--- config.mk ---
export PLATFORM = sky130hd
export DESIGN_NAME = ram_arbiter
export DESIGN_NICKNAME = d
export VERILOG_FILES = /design/src/rtl/ram_arbiter.sv
export SDC_FILE = /design/constraint.sdc
export NUM_CORES = 1
export LEC_CHECK = 0
export BUFFER_PORTS_ARGS = -buffer_cell sky130_fd_sc_hd__buf_2
export CELL_PAD_IN_SITES_DETAIL_PLACEMENT = 0
export CELL_PAD_IN_SITES_GLOBAL_PLACEMENT = 1
export CORE_ASPECT_RATIO = 1.5
export CORE_UTILIZATION = 35
export CTS_BUF_LIST = sky130_fd_sc_hd__clkbuf_8
export DETAILED_ROUTE_END_ITERATION = 16
export PLACE_DENSITY = 0.79
export SETUP_SLACK_MARGIN = 0.2
export SLEW_MARGIN = 20
export SYNTH_ARGS = -nofsm -noshare
export SYNTH_HDL_FRONTEND = slang
export SYNTH_SLANG_ARGS = --single-unit
--- constraint.sdc ---
create_clock -name clk -period 3.72 [get_ports clk]
set_input_delay 0.372 -clock clk [delete_from_list [all_inputs] [get_ports clk]]
set_output_delay 0.372 -clock clk [all_outputs]
set_load 0.1 [all_outputs]
--- src/rtl/ram_arbiter.sv ---
// ram_arbiter: two-port arbiter and access sequencer in front of a 64K x 8
// synchronous-write RAM. Port A is the CPU load/store path and port B is the
// loader/DMA path. One access is in flight at a time. The RAM strobes are
// driven for one issue cycle. The sequencer then waits out the read latency
// and returns data to the winner with a one-cycle ack pulse.
//
// Handshake: a requester raises req with stable we/addr/wdata and holds req
// until its ack pulse. The command is latched on the grant edge, so later
// changes are ignored. A req still high in the cycle after ack is a new
// request. A req dropped before grant performs no access.
module ram_arbiter #(
    parameter int RD_LAT     = 1,    // cycles from issue edge to valid ram_rdata (1-4)
    parameter bit FIXED_PRIO = 1'b0  // 0: round-robin, 1: A wins every tie
) (
    input  logic        clk,
    input  logic        rst,
    // port A: CPU load/store
    input  logic        a_req,
    input  logic        a_we,
    input  logic [15:0] a_addr,
    input  logic [7:0]  a_wdata,
    output logic        a_ack,
    output logic [7:0]  a_rdata,
    // port B: loader / DMA
    input  logic        b_req,
    input  logic        b_we,
    input  logic [15:0] b_addr,
    input  logic [7:0]  b_wdata,
    output logic        b_ack,
    output logic [7:0]  b_rdata,
    // RAM side
    output logic        ram_we,
    output logic [15:0] ram_addr,
    output logic [7:0]  ram_wdata,
    input  logic [7:0]  ram_rdata,
    // status
    output logic        busy,
    output logic        owner,
    output logic [1:0]  dbg_state
);

    typedef enum logic [1:0] {
        IDLE  = 2'd0,
        ISSUE = 2'd1,
        WAIT  = 2'd2,
        DONE  = 2'd3
    } state_t;

    // A read spends RD_LAT cycles in WAIT, counting down from RD_LAT-1 to 0.
    localparam logic [1:0] WAIT_LOAD = 2'(RD_LAT - 1);

    state_t     state;
    logic       cmd_we;     // latched direction of the granted command
    logic [1:0] wait_cnt;
    logic       grant_any;
    logic       grant_b;    // 1 when B wins this IDLE cycle

    assign dbg_state = state;

    // Pick the winner among the current requests; ties go to A under fixed
    // priority, otherwise to the port that did not win last time.
    always_comb begin
        grant_any = a_req | b_req;
        grant_b   = 1'b0;
        if (a_req && b_req) begin
            grant_b = FIXED_PRIO ? 1'b0 : ~owner;
        end else begin
            grant_b = b_req;
        end
    end

    // Sequencer: grant, one-cycle issue, read-latency wait, one-cycle ack.
    // The RAM address/data registers double as the command latch.
    always_ff @(posedge clk or posedge rst) begin
        if (rst) begin
            state     <= IDLE;
            cmd_we    <= 1'b0;
            wait_cnt  <= 2'd0;
            ram_we    <= 1'b0;
            ram_addr  <= 16'h0000;
            ram_wdata <= 8'h00;
            a_ack     <= 1'b0;
            b_ack     <= 1'b0;
            a_rdata   <= 8'h00;
            b_rdata   <= 8'h00;
            busy      <= 1'b0;
            owner     <= 1'b1;  // so A wins the first round-robin tie
        end else begin
            a_ack <= 1'b0;
            b_ack <= 1'b0;
            case (state)
                IDLE: begin
                    if (grant_any) begin
                        owner     <= grant_b;
                        cmd_we    <= grant_b ? b_we : a_we;
                        ram_we    <= grant_b ? b_we : a_we;
                        ram_addr  <= grant_b ? b_addr : a_addr;
                        ram_wdata <= grant_b ? b_wdata : a_wdata;
                        busy      <= 1'b1;
                        state     <= ISSUE;
                    end
                end
                ISSUE: begin
                    // The strobe is live for this cycle only.
                    ram_we <= 1'b0;
                    if (cmd_we) begin
                        if (owner) begin
                            b_ack <= 1'b1;
                        end else begin
                            a_ack <= 1'b1;
                        end
                        state <= DONE;
                    end else begin
                        wait_cnt <= WAIT_LOAD;
                        state    <= WAIT;
                    end
                end
                WAIT: begin
                    if (wait_cnt == 2'd0) begin
                        // Only the owner's read register is ever updated.
                        if (owner) begin
                            b_rdata <= ram_rdata;
                            b_ack   <= 1'b1;
                        end else begin
                            a_rdata <= ram_rdata;
                            a_ack   <= 1'b1;
                        end
                        state <= DONE;
                    end else begin
                        wait_cnt <= wait_cnt - 2'd1;
                    end
                end
                DONE: begin
                    busy  <= 1'b0;
                    state <= IDLE;
                end
                default: begin
                    state <= IDLE;
                end
            endcase
        end
    end

endmodule

==> summary.txt <==
Run status
  – Outcome: completed

Logic synthesis
  – Top cells by area, synth: dfrtp_1 53%, a21oi_1 11%, mux2_2 8.2%
  – Largest area contributor in the netlist: dfrtp_1
  – Synth cell types: 29
  – Async S/R FF share, synth: 100%
  – Post-synth EDFFs: 0
  – Yosys top cell area share: 52.6%
  – Synthesized net count: 296
  – Synth Flop Type: dfrtp_1
  – Avg Cell Area, Syn: 10.3 µm²
  – Seq cells post-synth: 50
  – Cell Area, Synth: 0.00233 mm²
  – Register area share after synthesis: 53.7%
  – Synthesis Warnings: 0
  – Synth Instances: 227

Final layout
  – # diodes: 0
  – Footprint of the multi-input gates: 977 µm²
  – Seq. cell area: 0.00125 mm²
  – Layout cells sized above 1: 43.6%
  – Total Nets Final: 398
  – Fill cells: 643
  – Area Overhead vs Synth: 28.7%

Global route
  – Tot GR Track Use: 16.7%
  – Number of global-route vias before repair: 1950
  – Largest net degree at the start of global routing: 51
  – GRT overflow: 0
  – First-pass GRT wire length: 8770 µm
  – Initial antenna violation count: 0

Worst setup path
  – Crit-path leading delay family: compound AO/OA/AOI/OAI gates
  – Critical Path Max Stage Delay: 830 ps
  – Critical path buffers and inverters: 1
  – Worst EP required: 3950 ps
  – Worst Path Max Fanout: 27
  – Crit Path Class: flop to flop
  – Critical-path cell list: inv_1 > ha_1 > o21a_1 > nor2_1 > a21oi_1
  – CP endpoint kind: flop
  – Startpoint class of the critical path: flop
  – Crit path DAT: 2330 ps
  – Slowest cell on crit path: o21a_1

Run
  – Max cap viols: 0

Clock network
  – Clock-pin slew on the worst setup and hold paths: 100 ps
  – CTS H-tree lvls: 2
  – CTS tree: yes
  – Post-CTS setup buffers: 0
  – Total CTS buffers: 5
  – Clock sinks: 50
  – Root Driver: clkbuf_8
  – CTS Hold Bufs: 0
  – CTS resizes: 0
  – CTS max path bufs: 2
  – Clock latency on the worst-skew pair: 310 ps

STA
  – Final hold vios: 0
  – Max-slew headroom: 34.6%
  – Pins Over Slew Limit: 0
  – Max frequency: 476 MHz
  – Clk_skew: 9.23 ps
  – RSZ-0062 raised after global routing: false
  – Crit share post-route: 56.4%
  – Fin Setup TNS: 0 ps
  – Final setup fails: 0
  – Pin slew with the least headroom to its limit: 980 ps
  – Min Tclk post-route: 2100 ps

Drt
  – Final WL: 5570 µm
  – TritonRoute pass-1 iters: 4
  – Vias per cell: 4.90
  – Drt wl/cell: 13.7 µm
  – DR vias: 1991
  – DRC: 0
  – Iteration-0 DRC Markers: 68
  – DRT antenna net count: 0

Place
  – IO buf count: 108
  – DP HPWL: 3930 µm
  – Routability congestion estimate: 0.787

Die
  – I/O pins: 109
  – DIE AREA: 0.00700 mm²
  – CORE AREA: 0.00649 mm²
  – Initial Util: 36.0%
  – Number of core rows: 36
  – Die height: 102 µm
  – Die W: 68.7 µm

Min path
  – Hold Crit Class: primary input to asynchronous set/reset pin
==> sequential cells by signal, indices dropped and copies added (netlist names) <==
signal	count
b_ack	1
ram_we	1
a_ack	1
ram_addr	16
owner	1
a_rdata	8
busy	1
wait_cnt	2
b_rdata	8
cmd_we	1
dbg_state	2
ram_wdata	8
==> final cells by class <==
| class | instances | area share (%) |
|---|---|---|
| flip-flops and latches | 50 | 41.7 |
| multi-input cells | 158 | 32.6 |
| repair buffers | 108 | 18.0 |
| well taps | 76 | 3.17 |
| clock buffers | 5 | 2.29 |
| clock inverters | 3 | 1.46 |
| inverters | 6 | 0.792 |
==> worst register-to-register path: cells and delay by family, from the launching register on <==
family	cells	cell delay, ps
buffers and inverters	1	160
flip-flops	1	440
adder cells (fa/ha/maj)	1	340
AND/OR/NAND/NOR	1	80
AO/OA/AOI/OAI	2	1000
==> synthesized netlist by cell type (3+ instances only) <==
library cell / n
ha_1: 7
a31oi_1: 4
a21oi_1: 49
buf_4: 9
dfrtp_1: 49
nand2b_1: 3
inv_1: 6
nor2_1: 27
mux2_2: 17
nand2_1: 31
buf_2: 4
==> through the flow <==
| step | setup WS (ps) | utilization [%] | hold WS (ps) | std cells | cell area [µm²] |
|---|---|---|---|---|---|
| after floorplan | 1470 | - | 489 | 227 | 2330 |
| after global placement | 1710 | 44.4 | 480 | 398 | 2880 |
| after detailed placement | 1620 | 44.4 | 479 | 398 | 2880 |
| after CTS | 1620 | 46.1 | 272 | 406 | 2990 |
| after global routing | 1360 | 46.3 | 285 | 406 | 3000 |
| final | 1620 | 46.3 | 202 | 406 | 3000 |
==> kinds of logic (layout without fill, tap and decap cells) <==
group,Yosys count,in the layout,synth area share (%)
adder cells (fa/ha/maj),7,7,3.76
flip-flops,50,50,53.7
AND/OR/NAND/NOR,70,70,13.3
buffers and inverters,19,122,4.72
multiplexers,19,19,9.07
AO/OA/AOI/OAI,62,62,15.5
==> placed cells by master (no fill, tap or decap), drive strengths merged <==
master | netlist | layout
clkinv | 0 | 2
and2 | 1 | 1
nor2 | 27 | 27
a21oi | 50 | 50
a21boi | 1 | 1
dfrtp | 49 | 49
o21ai | 2 | 2
o211a | 1 | 1
ha | 7 | 7
nor3b | 1 | 1
buf | 13 | 108
or2 | 1 | 1
clkbuf | 0 | 5
o2bb2ai | 1 | 1
a21bo | 1 | 1
nand2b | 3 | 3
o21a | 1 | 1
dfstp | 1 | 1
inv | 6 | 6
and3 | 1 | 1
mux2 | 17 | 17
nand3 | 2 | 2
or3b | 1 | 1
a31oi | 4 | 4
bufinv | 0 | 1
nand2 | 31 | 31
nand4bb | 1 | 1
mux2i | 2 | 2
o311a | 1 | 1
nand3b | 1 | 1
==> routing by layer <==
layer,up-vias,wire (µm),GRT usage (%)
met2,69,2900,29.0
met3,9,299,3.91
li1,971,-,-
met1,942,2230,19.1
met4,0,129,6.73
met5,-,0,0
==> final timing paths <==
path | startpoint | end | slack (ps) | depth (start not counted)
worst max-delay path | dbg_state[1] | ram_addr[8] | 1620 | 5
worst min-delay path | rst | b_rdata[0] | 200 | 2
worst max register to register | dbg_state[1] | ram_addr[8] | 1620 | 5
worst min register to register | busy | busy | 500 | 1
max in group asynchronous | rst | wait_cnt[1] | 3000 | 2
min in group clk | a_wdata[7] | ram_wdata[7] | 290 | 3
Power is left out: the tool's default activity adds up to more than one toggle a clock period on the data nets, which glitch-free logic cannot reach.
